## src/rtl/vga_sprite_tx.sv

```systemverilog
// SVGA transmit timing plus camera/sprite pixel mux; counts -> pixel/syncs = 2 clocks, no backpressure.
// Define VGA_TEST_PATTERN_EN to replace the camera path with eight vertical colour bars.
module vga_sprite_tx #(
  parameter int          H_SYNC_CYC   = 128,
  parameter int          H_SYNC_BACK  = 88,
  parameter int          H_SYNC_ACT   = 800,
  parameter int          H_SYNC_TOTAL = 1056,
  parameter int          V_SYNC_CYC   = 4,
  parameter int          V_SYNC_BACK  = 23,
  parameter int          V_SYNC_ACT   = 600,
  parameter int          V_SYNC_TOTAL = 628,
  parameter int          BOX_X0       = 100,
  parameter int          BOX_SIZE     = 200,
  parameter logic [23:0] KEY_RGB      = 24'hFF00FF
) (
  input  logic               i_clk,
  input  logic               i_rst_n,
  input  logic [9:0]         i_red,
  input  logic [9:0]         i_green,
  input  logic [9:0]         i_blue,
  input  logic               i_en_pokemon,
  input  logic               i_anime,
  input  logic [23:0]        i_sprite_data,
  output logic [14:0]        o_sprite_addr,
  output logic signed [12:0] o_h_count,
  output logic signed [12:0] o_v_count,
  output logic               o_refresh,
  output logic               o_hsync_n,
  output logic               o_vsync_n,
  output logic               o_blank_n,
  output logic [9:0]         o_red,
  output logic [9:0]         o_green,
  output logic [9:0]         o_blue
);

  localparam logic [12:0] H_LAST  = 13'(H_SYNC_TOTAL - 1);
  localparam logic [12:0] V_LAST  = 13'(V_SYNC_TOTAL - 1);
  localparam logic [12:0] H_SC    = 13'(H_SYNC_CYC);
  localparam logic [12:0] V_SC    = 13'(V_SYNC_CYC);
  localparam logic [12:0] X_ST    = 13'(H_SYNC_CYC + H_SYNC_BACK);
  localparam logic [12:0] Y_ST    = 13'(V_SYNC_CYC + V_SYNC_BACK);
  localparam logic [12:0] X_END   = 13'(H_SYNC_CYC + H_SYNC_BACK + H_SYNC_ACT);
  localparam logic [12:0] Y_END   = 13'(V_SYNC_CYC + V_SYNC_BACK + V_SYNC_ACT);
  localparam logic [12:0] COL_CLR = 13'(H_SYNC_CYC + H_SYNC_BACK + BOX_X0 - 1);
  localparam logic [7:0]  BOX_LAST = 8'(BOX_SIZE - 1);
  localparam logic [13:0] SPR_W   = 14'(BOX_SIZE / 2);

  logic [12:0] h_q, h_d, v_q, v_d;
  logic [7:0]  col_q, col_d, row_q, row_d;
  logic        frame_q, frame_d;
  logic        refresh, act0, hs0, vs0;
  logic        en1_q, act1_q, hs1_q, vs1_q;
  logic [29:0] pix_q, pix_d;
  logic        hs2_q, vs2_q, blank2_q;
  logic [9:0]  cam_r, cam_g, cam_b;
  logic [6:0]  spr_col, spr_row;

  function automatic logic [9:0] widen8(input logic [7:0] c);
    return {c, c[7:6]};
  endfunction

  assign refresh = (h_q == H_LAST) && (v_q == V_LAST);
  assign act0    = (h_q >= X_ST) && (h_q < X_END) && (v_q >= Y_ST) && (v_q < Y_END);
  assign hs0     = (h_q >= H_SC);
  assign vs0     = (v_q >= V_SC);

  // Box counters step by one per pixel/line, so the 2x upscale is just a right shift.
  assign spr_col = col_q[7:1];
  assign spr_row = row_q[7:1];
  assign o_sprite_addr = {frame_q, 14'(spr_row) * SPR_W + 14'(spr_col)};

  always_comb begin
    h_d     = h_q + 13'd1;
    v_d     = v_q;
    col_d   = col_q + 8'd1;
    row_d   = row_q;
    frame_d = frame_q;
    if (h_q == H_LAST) begin
      h_d = '0;
      v_d = (v_q == V_LAST) ? '0 : v_q + 13'd1;
      if (v_q == V_LAST)
        row_d = '0;
      else if (v_q >= Y_ST)
        row_d = (row_q == BOX_LAST) ? '0 : row_q + 8'd1;
    end
    if (h_q == COL_CLR || col_q == BOX_LAST)
      col_d = '0;
    // Frame select only moves at frame end so a sprite never tears.
    if (refresh)
      frame_d = i_anime;
  end

  always_ff @(posedge i_clk or negedge i_rst_n) begin
    if (!i_rst_n) begin
      h_q     <= '0;
      v_q     <= '0;
      col_q   <= '0;
      row_q   <= '0;
      frame_q <= 1'b0;
    end else begin
      h_q     <= h_d;
      v_q     <= v_d;
      col_q   <= col_d;
      row_q   <= row_d;
      frame_q <= frame_d;
    end
  end

`ifdef VGA_TEST_PATTERN_EN
  localparam int BAR_W = H_SYNC_ACT / 8;
  logic [12:0] h1_q, bar_x;
  logic [2:0]  bar_idx;

  assign bar_x = h1_q - X_ST;

  always_comb begin
    bar_idx = '0;
    for (int k = 1; k < 8; k++)
      if (bar_x >= 13'(k * BAR_W))
        bar_idx = 3'(k);
  end

  // Bar order white, yellow, cyan, green, magenta, red, blue, black.
  assign cam_r = {10{~bar_idx[1]}};
  assign cam_g = {10{~bar_idx[2]}};
  assign cam_b = {10{~bar_idx[0]}};

  always_ff @(posedge i_clk or negedge i_rst_n) begin
    if (!i_rst_n) h1_q <= '0;
    else          h1_q <= h_q;
  end
`else
  assign cam_r = i_red;
  assign cam_g = i_green;
  assign cam_b = i_blue;
`endif

  always_ff @(posedge i_clk or negedge i_rst_n) begin
    if (!i_rst_n) begin
      en1_q  <= 1'b0;
      act1_q <= 1'b0;
      hs1_q  <= 1'b1;
      vs1_q  <= 1'b1;
    end else begin
      en1_q  <= i_en_pokemon;
      act1_q <= act0;
      hs1_q  <= hs0;
      vs1_q  <= vs0;
    end
  end

  always_comb begin
    pix_d = '0;
    if (act1_q) begin
      if (en1_q && i_sprite_data != KEY_RGB)
        pix_d = {widen8(i_sprite_data[23:16]), widen8(i_sprite_data[15:8]),
                 widen8(i_sprite_data[7:0])};
      else
        pix_d = {cam_r, cam_g, cam_b};
    end
  end

  always_ff @(posedge i_clk or negedge i_rst_n) begin
    if (!i_rst_n) begin
      pix_q    <= '0;
      hs2_q    <= 1'b1;
      vs2_q    <= 1'b1;
      blank2_q <= 1'b0;
    end else begin
      pix_q    <= pix_d;
      hs2_q    <= hs1_q;
      vs2_q    <= vs1_q;
      blank2_q <= act1_q;
    end
  end

  assign o_h_count = h_q;
  assign o_v_count = v_q;
  assign o_refresh = refresh;
  assign o_hsync_n = hs2_q;
  assign o_vsync_n = vs2_q;
  assign o_blank_n = blank2_q;
  assign {o_red, o_green, o_blue} = pix_q;

endmodule

```

## config.mk

```make
export PLATFORM = sky130hd
export DESIGN_NAME = vga_sprite_tx
export DESIGN_NICKNAME = d
export VERILOG_FILES = /design/src/rtl/vga_sprite_tx.sv
export SDC_FILE = /design/constraint.sdc
export NUM_CORES = 1
export LEC_CHECK = 0
export CAP_MARGIN = 5
export CORE_MARGIN = 2
export CORE_UTILIZATION = 40
export CTS_BUF_LIST = sky130_fd_sc_hd__clkbuf_4
export DETAILED_ROUTE_END_ITERATION = 12
export GPL_ROUTABILITY_DRIVEN = 0
export PLACE_DENSITY_LB_ADDON = 0.12
export SETUP_SLACK_MARGIN = 0.05
export SLEW_MARGIN = 20
export SYNTH_ARGS = -nofsm -noshare
export SYNTH_HDL_FRONTEND = slang
export SYNTH_SLANG_ARGS = --single-unit
```

## constraint.sdc

```tcl
create_clock -name i_clk -period 4.5 [get_ports i_clk]
set_clock_uncertainty 0.1 [all_clocks]
set_input_delay 0.675 -clock i_clk [delete_from_list [all_inputs] [get_ports i_clk]]
set_output_delay 0.675 -clock i_clk [all_outputs]
set_load 0.01 [all_outputs]
```

==> results by group, run 1 <==
Status
  – Status: finished clean

Synthesis
  – Syn_nets: about 560
  – Number of synthesized flops with an enable pin: 0
  – Avg Cell Area, Syn: a little over 10 um^2
  – Commonest cells post-synth: dfrtp_1 (76), ha_1 (38), nor2b_1 (31)
  – Post-synthesis sequential area ratio: 42.90%
  – Yosys warns: 0
  – Synth area leaders: dfrtp_1 (41%), ha_1 (10%), mux2i_1 (6.4%)
  – Mapped cell area: between 4000 and 5000 um^2
  – Main flop type after synthesis: dfrtp_1
  – Most frequent cell after synthesis: dfrtp_1
  – Synth Instances: around 460
  – Yosys reg bits: 80
  – Synth cell types: slightly above 50
  – Area leader, netlist: dfrtp_1
  – Share of the synthesized area in the top cell type: between 40% and 50%
  – Post-synthesis async set-or-reset flop share: between 90% and 100%

Placed design
  – Detailed placer's ending HPWL: approximately 8700 um
  – Placed Cells incl. Taps: 716
  – # port buffers: ~130

Setup path
  – CP bufs+invs: 6
  – Crit path launch type: flop
  – Slowest stage delay, CP: about 0.49 ns
  – Worst EP arrival: about 3.5 ns
  – CP cell instances: buf_4 -> ha_2 -> ha_1 -> fa_1 -> ha_4 -> nand2b_4 -> a21oi_2 -> xor2_1 -> buf_4 -> buf_4 -> buf_4 -> buf_4 -> xor2_1 -> dlygate4sd2_1
  – Crit path max fanout: 4
  – Critical path class: reg2out
  – Most frequent CP cell: buf_4
  – Worst EP required: ~3.7 ns
  – Slowest-stage cell, CP: fa_1
  – Crit-path leading delay family: adder cells
  – Critical path capture point type: output port

Floorplanning
  – Die Y: ~110 um
  – Num ports: approximately 130
  – Die W: approximately 110 um
  – Die Area: between 10,000 and 15,000 um^2
  – Row cnt: 39
  – Starting density of the core: about two fifths
  – Core ar.: 11,420 um^2

Global routing
  – Largest net degree at the start of global routing: a little over 80
  – GRT busiest layer: met2
  – Met3 usage: under 10%
  – First-pass GRT wire length: between 15,000 and 20,000 um
  – Gr ovfl total: 0
  – Vias in the first global route: between 3,000 and 4,000
  – GR Util All Layers: a little under a fifth
  – Met2 Use GR: 30.84%
  – Met1 GRT Util: about a quarter
  – Initial antenna violation count: 0

Timing
  – Hold Fails Final Rpt: 0
  – Final period utilization: between 90% and 100%
  – F_max: approximately 0.23 GHz
  – Slew HR: approximately half
  – Hold Slack: 0.1545 ns
  – RSZ-0062 raised after global routing: false
  – Setup TNS: 0 ns
  – Slew Viols, Final: 0
  – Setup Viol. Count Final: 0
  – Fin crit period: between 4 and 5 ns
  – Worst Tran Pin Value: about 0.77 ns

Pwr
  – Power share of the combinational group: 7.8%
  – Psw: ~280 uW
  – Cell leakage power: between 2 and 3 nW
  – Clock network fraction of design power: 33.0%
  – Power Density: 190.4 nW/um^2
  – Sw Share: a little under a quarter
  – Power Total: ~1.2 mW
  – Register share of total power: about three fifths
  – Internal power: 936.4 uW
  – Worst VDD drop: about 0.11 mV

Routing
  – Antenna-violating nets left: 0
  – First DRT Iteration DRCs: 121
  – Vias/cell: between 5 and 6
  – Drt total wl: around 12,000 um
  – Drt wl/cell: roughly 16 um
  – DRC errors left: 0
  – DRT Pass-1 Iters: 4
  – Via Count: 3,807

Clock tree
  – Clk sink count: 80
  – Later-pin clock latency in the skew report: between 0.4 and 0.5 ns
  – H-tree Lvls: 3
  – Clk root buf: clkbuf_4
  – CTS tree: built
  – Clock slew seen by the registers of the worst setup and hold paths: 0.13 ns
  – CTS Buf Count: 9
  – Clock buffer depth: 2

Worst hold path
  – Worst hold path type: in2async

Cells and area
  – Area added between synthesis and finish: 36.40%
  – # diodes: 0
  – Fillers: 1,033
  – # nets final: slightly below 700
  – Share of cells above drive strength 1: approximately a tenth
  – Non-Filler Instances: roughly 740

Flow run
  – Max-cap check violation count: 0
## final timing paths
| path | startpoint | end | slack (ns) | cells past startpoint |
|---|---|---|---|---|
| worst max-delay path | row_q[3]$_DFFE_PN0P_ | o_sprite_addr[10] | 0.21 | 14 |
| worst min-delay path | i_rst_n | o_v_count[10]$_DFFE_PN0N_ | 0.15 | 1 |
| worst max register to register | o_h_count[1]$_DFF_PN0_ | row_q[3]$_DFFE_PN0P_ | 2.11 | 6 |
| worst min register to register | hs1_q$_DFF_PN1_ | o_hsync_n$_DFF_PN1_ | 0.26 | 0 |
| max in group asynchronous | i_rst_n | row_q[2]$_DFFE_PN0P_ | 3.61 | 1 |
| min in group i_clk | hs1_q$_DFF_PN1_ | o_hsync_n$_DFF_PN1_ | 0.26 | 0 |
## cells by family (layout without fill, tap and decap cells)
family / after synthesis / count (layout) / share of synthesized area [%]
muxes: 31 / 31 / 6.660
AOI/OAI and AO/OA: 59 / 59 / 8.344
DFF: 80 / 80 / 42.90
and+or+nand+nor: 164 / 164 / 19.23
xor gates and xnor gates: 38 / 38 / 7.114
adders and majority gates: 41 / 41 / 11.45
buffers and inverters: 43 / 182 / 4.306
## metrics by stage
step,instance area (um^2),util (%),worst slack [ns]
floorplan,4678,-,0.7261
global placement,6110,53.51,0.1315
detailed placement,6110,53.51,0.04240
CTS,6285,55.04,0.02356
global route,6381,55.88,0.06809
finish,6381,55.88,0.2141
## per-layer routing
layer / share of wire (%) / wire [um]
met1: 41 / 4800
met2: 50 / 5846
met3: 7.8 / 919
met4: 1.2 / 144
met5: 0 / 0
## final cells by class
class / count / area [um^2] / share of cell area [%]
Multi-Input combinational cell: 333 / 2586 / 40.53
Sequential cell: 80 / 2009 / 31.49
Timing Repair Buffer: 143 / 1398 / 21.90
Tap cell: 143 / 178.9 / 2.804
Inverter: 24 / 90.09 / 1.412
Clock buffer: 9 / 67.56 / 1.059
Clock inverter: 6 / 51.30 / 0.8039
## power by group through the flow
stage / clock network, mW / registers (mW) / logic [mW]
2_1_floorplan: 0 / 0.733 / 0.0246
5_1_grt: 0.450 / 0.720 / 0.104
3_5_place_dp: 0 / 0.733 / 0.0963
3_3_place_gp: 0 / 0.733 / 0.0954
6_report: 0.401 / 0.719 / 0.0944
4_1_cts: 0.413 / 0.720 / 0.0963
## timing repair
action | CTS | global route
hold buffers | 0 | 0
pin swaps | 4 | 7
buffers inserted | 4 | 3
endpoints found under the setup margin | 4 | 5
cloned | 0 | 0
gates resized for setup | 13 | 16
## placed cells by master, fill, tap and decap left out, types with 4 or more instances in the layout
| cell type | instances |
|---|---|
| o21ai_1 | 12 |
| mux2i_1 | 30 |
| clkbuf_4 | 9 |
| nand4_1 | 14 |
| inv_1 | 23 |
| xor2_1 | 16 |
| nor2_1 | 29 |
| clkdlybuf4s50_1 | 127 |
| a21oi_1 | 10 |
| nor2b_1 | 31 |
| o31ai_1 | 6 |
| buf_4 | 11 |
| nor3_1 | 12 |
| o21ai_0 | 9 |
| and3_1 | 7 |
| xnor2_1 | 21 |
| nand2_1 | 21 |
| nand3_1 | 19 |
| ha_1 | 33 |
| dfrtp_1 | 74 |
| o31ai_2 | 4 |
| dfstp_2 | 4 |
## worst reg2reg max path, delay by kind of cell, from the launching register on
| kind | cells | cell delay (ns) |
|---|---|---|
| and+or+nand+nor | 3 | 1.11 |
| AOI/OAI and AO/OA | 2 | 0.31 |
| adders and majority gates | 1 | 0.33 |
| DFF | 1 | 0.43 |
## state kept, by name (all words and copies together), names as in the netlist
| signal | flops |
|---|---|
| o_v_count | 13 |
| en1_q | 1 |
| o_h_count | 13 |
| frame_q | 1 |
| o_blank_n | 1 |
| col_q | 8 |
| row_q | 8 |
| act1_q | 1 |
| hs1_q | 1 |
| pix_q | 30 |
| o_hsync_n | 1 |
| vs1_q | 1 |
| o_vsync_n | 1 |
(Power assumes the default switching activity.)
==> run 2, diff against run 1 <==
Settings changed: GPL_TIMING_DRIVEN from default to 0.
==> run 2 against run 1 <==
Against the previous run: die area unchanged; total power shrank 1.7%; sequential power is essentially flat; setup slack improved by 0.0042 ns; register-to-register slack lost 0.02 ns; final cell count increased by 3.4%; final area up 3.9%; flip-flop and latch count unchanged; global-route usage up 0.61 points; count of clock-buffer cells in the layout up 2; largest power group unchanged.
==> results by group, run 2 (synthesized netlist as in run 1, its figures left out) <==
Global routing
  – Gr ovfl total: 0
  – Largest net degree at the start of global routing: 56
  – First-pass GRT wire length: ~20,000 um
  – Vias in the first global route: 3,996
  – Initial antenna violation count: 0
  – GR Util All Layers: about a fifth

Placed design
  – # port buffers: roughly 130
  – Detailed placer's ending HPWL: around 9000 um
  – DP Worst Slack: -0.09351 ns

Clock tree
  – CTS tree: built
  – Later-pin clock latency in the skew report: between 0.4 and 0.5 ns
  – CTS Hold Bufs: 0
  – Clk root buf: clkbuf_4
  – Clock slew seen by the registers of the worst setup and hold paths: approximately 0.13 ns
  – CTS Buf Count: 9
  – Clk sink count: 80
  – Clock buffer depth: 2
  – H-tree Lvls: 3

Setup path
  – Slowest stage delay, CP: approximately 0.46 ns
  – Crit path launch type: flop
  – Most frequent CP cell: buf_4
  – Critical path capture point type: output port
  – Levels on crit path: 17
  – CP cell instances: inv_1 -> ha_1 -> inv_2 -> ha_4 -> ha_4 -> inv_1 -> fa_2 -> nand2b_4 -> a21oi_4 -> xor2_2 -> buf_4 -> buf_4 -> buf_4 -> buf_4 -> buf_4 -> xor2_1 -> clkbuf_2
  – Worst EP arrival: between 3 and 4 ns
  – FF-to-FF path depth: 8
  – Slowest-stage cell, CP: dfrtp_2
  – Crit path max fanout: 5
  – Critical path class: reg2out
  – Worst EP required: between 3 and 4 ns
  – CP bufs+invs: 9
  – Crit-path leading delay family: adder cells

Timing
  – Slew Viols, Final: 0
  – Hold Fails Final Rpt: 0
  – Final WS setup: between 0.2 and 0.25 ns
  – Fin crit period: between 4 and 5 ns
  – Worst Tran Pin Value: between 0.5 and 0.6 ns
  – RSZ-0062 raised after global routing: true
  – Setup Viol. Count Final: 0
  – Slew HR: 61.06%
  – Final period utilization: 95.15%
  – Hold Slack: 0.02316 ns
  – F_max: between 0.2 and 0.25 GHz
  – Setup TNS: 0 ns

Cells and area
  – Most frequent cells in the layout: clkdlybuf4s50_1 (127), dfrtp_1 (71), nor2b_1 (31), mux2i_1 (30), ha_1 (30)
  – # nets final: just over 700
  – Largest register FFs: 30
  – Core Util, Final: 58.06%
  – Share of cells above drive strength 1: between 10% and 20%
  – Area added between synthesis and finish: 41.72%
  – Largest Register: pix_q
  – Commonest non-fill, non-tap cell in the layout: clkdlybuf4s50_1
  – # diodes: 0

Flow run
  – Max-cap check violation count: 0

Routing
  – DRC errors left: 0
  – Via Count: just under 4,000
  – DRT Pass-1 Iters: 4
  – Drt wl/cell: between 15 and 20 um
  – Antenna-violating nets left: 0
  – First DRT Iteration DRCs: 161
  – Drt total wl: 12,040 um
  – Vias/cell: approximately 5

Floorplanning
  – Core ar.: 11,420 um^2
  – Die Y: approximately 110 um
  – Row cnt: 39
  – Starting density of the core: 40.97%
  – Die W: about 110 um
  – Die Area: roughly 13,000 um^2
  – Num ports: approximately 130

Pwr
  – Worst VDD drop: 0.1149 mV
  – Cell leakage power: between 3 and 4 nW
  – Power Density: 180.2 nW/um^2

Status
  – Status: finished clean

Worst hold path
  – Worst hold path type: in2async
## run 2: cell types whose count changed in the layout (fill, tap and decap cells not counted), sizes merged
cell	change
buf	+16
clkinvlp	+2
clkbuf	+11
clkinv	-2
clkdlybuf4s15	-1
bufinv	-1
## run 2: final timing paths
check | startpoint | to | slack [ns]
hold reg to reg | hs1_q$_DFF_PN1_ | o_hsync_n$_DFF_PN1_ | 0.26
max in group asynchronous | i_rst_n | hs1_q$_DFF_PN1_ | 3.64
hold / removal | i_rst_n | o_h_count[4]$_DFF_PN0_ | 0.02
min in group i_clk | hs1_q$_DFF_PN1_ | o_hsync_n$_DFF_PN1_ | 0.26
setup reg to reg | o_v_count[0]$_DFFE_PN0N_ | row_q[3]$_DFFE_PN0P_ | 2.09
setup / recovery | row_q[3]$_DFFE_PN0P_ | o_sprite_addr[10] | 0.22
## run 2: power breakdown
| group | leakage [nW] | internal (mW) | switching [mW] |
|---|---|---|---|
| sequential | 1.06 | 0.719 | 0.000115 |
| combinational | 1.92 | 0.0599 | 0.0382 |
| clock | 0.0628 | 0.125 | 0.252 |
## run 2: per-stage QoR
stage / total power, mW / cells / cell area [um^2]
6_report: 1.195 / 763 / 6630
5_1_grt: 1.251 / 763 / 6630
4_1_cts: 1.212 / 761 / 6550
3_5_place_dp: 0.8333 / 732 / 6203
3_3_place_gp: 0.8290 / 731 / 6178
2_1_floorplan: 0.7579 / 456 / 4678
## run 2: what timing repair did
action / 4_1_cts / 5_1_grt
setup buffers: 13 / 2
cloned: 0 / 0
gates resized for setup: 29 / 19
setup endpoints to repair: 4 / 5
endpoints found under the hold margin: 0 / 0
pin swaps: 8 / 7
## run 2: layout make-up
cell class	instances	area [um^2]
fillers	1001	4788
multi-input cells	333	2674
flip-flops and latches	80	2013
repair buffers	148	1446
well taps	143	178.9
plain buffers	19	111.4
inverters	24	90.09
clock buffers	11	82.58
clock inverters	5	33.78
## run 2: layer usage
metal | GRT usage (%) | part of all wire (%) | vias to the layer above
li1 | - | - | 1912
met1 | 23.57 | 41 | 1904
met2 | 32.89 | 50 | 95
met3 | 6.965 | 7.0 | 20
met4 | 6.423 | 1.9 | 0
met5 | 0 | 0 | -
## run 2: worst reg2reg max path, stage by stage (launching register included)
cell and delay, ns:
dfrtp_1 0.48, ha_1 0.32, nor3b_1 0.17, and4_4 0.19, buf_6 0.13, a41o_4 0.26, or3_1 0.32, buf_6 0.15
o31ai_2 0.21
==> run 3, diff against run 2 <==
Settings changed: CORE_ASPECT_RATIO from default to 1.4.
==> run 3 against run 2 <==
Against the previous run: setup slack lost 0.035 ns; critical path type unchanged; count of clock-buffer cells in the layout decreased by 1; global-route usage decreased by 0.78 points; register-to-register slack hardly changed; largest power group unchanged; sequential power about the same; die area barely moved; final cell count decreased by 0.52%.
==> results by group, run 3 (synthesized netlist as in run 1, its figures left out) <==
Cells and area
  – Design Area, Final: 6515 um^2
  – Share of cells above drive strength 1: roughly an eighth
  – # diodes: 0
  – Commonest non-fill, non-tap cell in the layout: clkdlybuf4s50_1
  – # nets final: 709
  – Largest Register: pix_q
  – Largest register FFs: 30
  – Fillers: 1,020
  – Area added between synthesis and finish: 39.26%
  – Most frequent cells in the layout: clkdlybuf4s50_1 (127), dfrtp_1 (72), ha_1 (33), nor2b_1 (31)
  – Core Util, Final: between 50% and 60%

Placed design
  – Area after DPL: 6205 um^2
  – # port buffers: roughly 130
  – Detailed placer's ending HPWL: ~9000 um

Clock tree
  – Clk root buf: clkbuf_4
  – Clk sink count: 80
  – Later-pin clock latency in the skew report: between 0.4 and 0.5 ns
  – H-tree Lvls: 3
  – CTS Hold Bufs: 0
  – CTS tree: built
  – Clock buffer depth: 2
  – Clock slew seen by the registers of the worst setup and hold paths: roughly 0.13 ns
  – CTS Buf Count: 9

Global routing
  – Initial antenna violation count: 0
  – Vias in the first global route: between 3,000 and 4,000
  – Largest net degree at the start of global routing: 59
  – Gr ovfl total: 0
  – GR Util All Layers: between 10% and 20%
  – First-pass GRT wire length: 18,640 um

Routing
  – DRC errors left: 0
  – Met3 routed WL: approximately 900 um
  – Via Count: between 3,000 and 4,000
  – Drt total wl: 11,520 um
  – Antenna-violating nets left: 0
  – First DRT Iteration DRCs: about 210
  – Met2 routed WL: 6121 um
  – Top Metal Used: met4
  – Vias/cell: 5.121
  – Drt wl/cell: 15.18 um
  – DRT Pass-1 Iters: 4
  – WL met1: roughly 4300 um

Worst hold path
  – Worst hold path type: in2async

Timing
  – Slew HR: 60.93%
  – Final period utilization: 95.93%
  – Setup TNS: 0 ns
  – F_max: between 0.2 and 0.25 GHz
  – Slew Viols, Final: 0
  – Worst Tran Pin Value: about 0.59 ns
  – Hold Fails Final Rpt: 0
  – Setup Viol. Count Final: 0
  – RSZ-0062 raised after global routing: true
  – Fin crit period: approximately 4.3 ns
  – Hold Slack: ~0.025 ns

Pwr
  – Power Density: between 150 and 200 nW/um^2
  – Psw: approximately 280 uW
  – Power Total: between 1 and 1.5 mW
  – Sw Share: 23.77%
  – Cell leakage power: around 3 nW
  – Register share of total power: about three fifths
  – Power share of the combinational group: ~8.3%
  – Internal power: 894.9 uW
  – Clock network fraction of design power: a little under a third
  – Worst VDD drop: 0.1528 mV

Floorplanning
  – Starting density of the core: between 40 and 50%
  – Row cnt: 46
  – Die Y: 132.0 um
  – Core ar.: 11,400 um^2
  – Num ports: about 130
  – Die Area: around 13,000 um^2
  – Die W: approximately 95 um

Setup path
  – Worst EP required: about 3.7 ns
  – Critical path capture point type: output port
  – CP bufs+invs: 3
  – CP cell instances: inv_1 -> ha_1 -> inv_1 -> ha_1 -> ha_1 -> ha_1 -> and3_1 -> a211o_1 -> a311oi_2 -> nor4_4 -> xor2_1 -> buf_2
  – Crit path max fanout: 6
  – Slowest-stage cell, CP: dfrtp_2
  – Most frequent CP cell: ha_1
  – Critical path class: reg2out
  – Slowest stage delay, CP: about 0.47 ns
  – Worst EP arrival: ~3.5 ns
  – Crit-path leading delay family: adder cells
  – Crit path launch type: flop

Status
  – Status: finished clean

Flow run
  – Max-cap check violation count: 0
==> run 3: what timing repair did <==
item                                    in CTS  in global routing
buffers inserted                             5                  5
endpoints found under the setup margin       4                  5
hold endpoints to repair                     0                  0
gates resized for setup                     14                 19
pin swaps                                    3                  8
==> run 3: stage by stage <==
step           std cells  setup slack (ns)
2_1_floorplan        456            0.7261
3_3_place_gp         732           -0.1590
3_5_place_dp         733           -0.1318
4_1_cts              754          -0.07011
5_1_grt              759           0.01416
6_report             759            0.1833
==> run 3: routing by layer <==
layer  up-vias  GRT usage (%)
li1       1899              -
met1      1864          19.73
met2       112          33.84
met3        12          7.090
met4         0          6.190
met5         -              0
==> run 3: worst register-to-register path: stages (launching register included) <==
cell and delay [ns]:
dfrtp_1 0.46, ha_1 0.32, and4b_1 0.22, nand4_1 0.35
or2_1 0.35, clkbuf_1 0.20, o21ai_1 0.22, o31ai_2 0.09
==> run 3: worst paths after layout <==
check | startpoint | end | slack, ns | cells past startpoint
setup / recovery | row_q[6]$_DFFE_PN0P_ | o_sprite_addr[13] | 0.18 | 12
max in group asynchronous | i_rst_n | o_hsync_n$_DFF_PN1_ | 3.65 | 2
hold reg to reg | vs1_q$_DFF_PN1_ | o_vsync_n$_DFF_PN1_ | 0.27 | 0
min in group i_clk | vs1_q$_DFF_PN1_ | o_vsync_n$_DFF_PN1_ | 0.27 | 0
setup reg to reg | o_h_count[0]$_DFF_PN0_ | row_q[7]$_DFFE_PN0P_ | 2.08 | 7
hold / removal | i_rst_n | o_v_count[0]$_DFFE_PN0N_ | 0.02 | 1
==> run 3: final cells by class <==
type                    count  area (um^2)  share of cell area, %
flip-flops and latches     80         2012                  30.88
clock inverters             6        36.28                 0.5569
inverters                  24        90.09                  1.383
repair buffers            143         1409                  21.62
well taps                 144        180.2                  2.766
plain buffers              19        111.4                  1.709
clock buffers              10        75.07                  1.152
multi-input cells         333         2601                  39.93
==> run 3: power by group through the flow <==
stage | Clock [mW] | Combinational, mW | Sequential (mW)
2_1_floorplan | 0 | 0.0246 | 0.733
3_5_place_dp | 0 | 0.0994 | 0.733
6_report | 0.357 | 0.0972 | 0.719
3_3_place_gp | 0 | 0.0956 | 0.733
5_1_grt | 0.408 | 0.107 | 0.720
4_1_cts | 0.375 | 0.0994 | 0.719
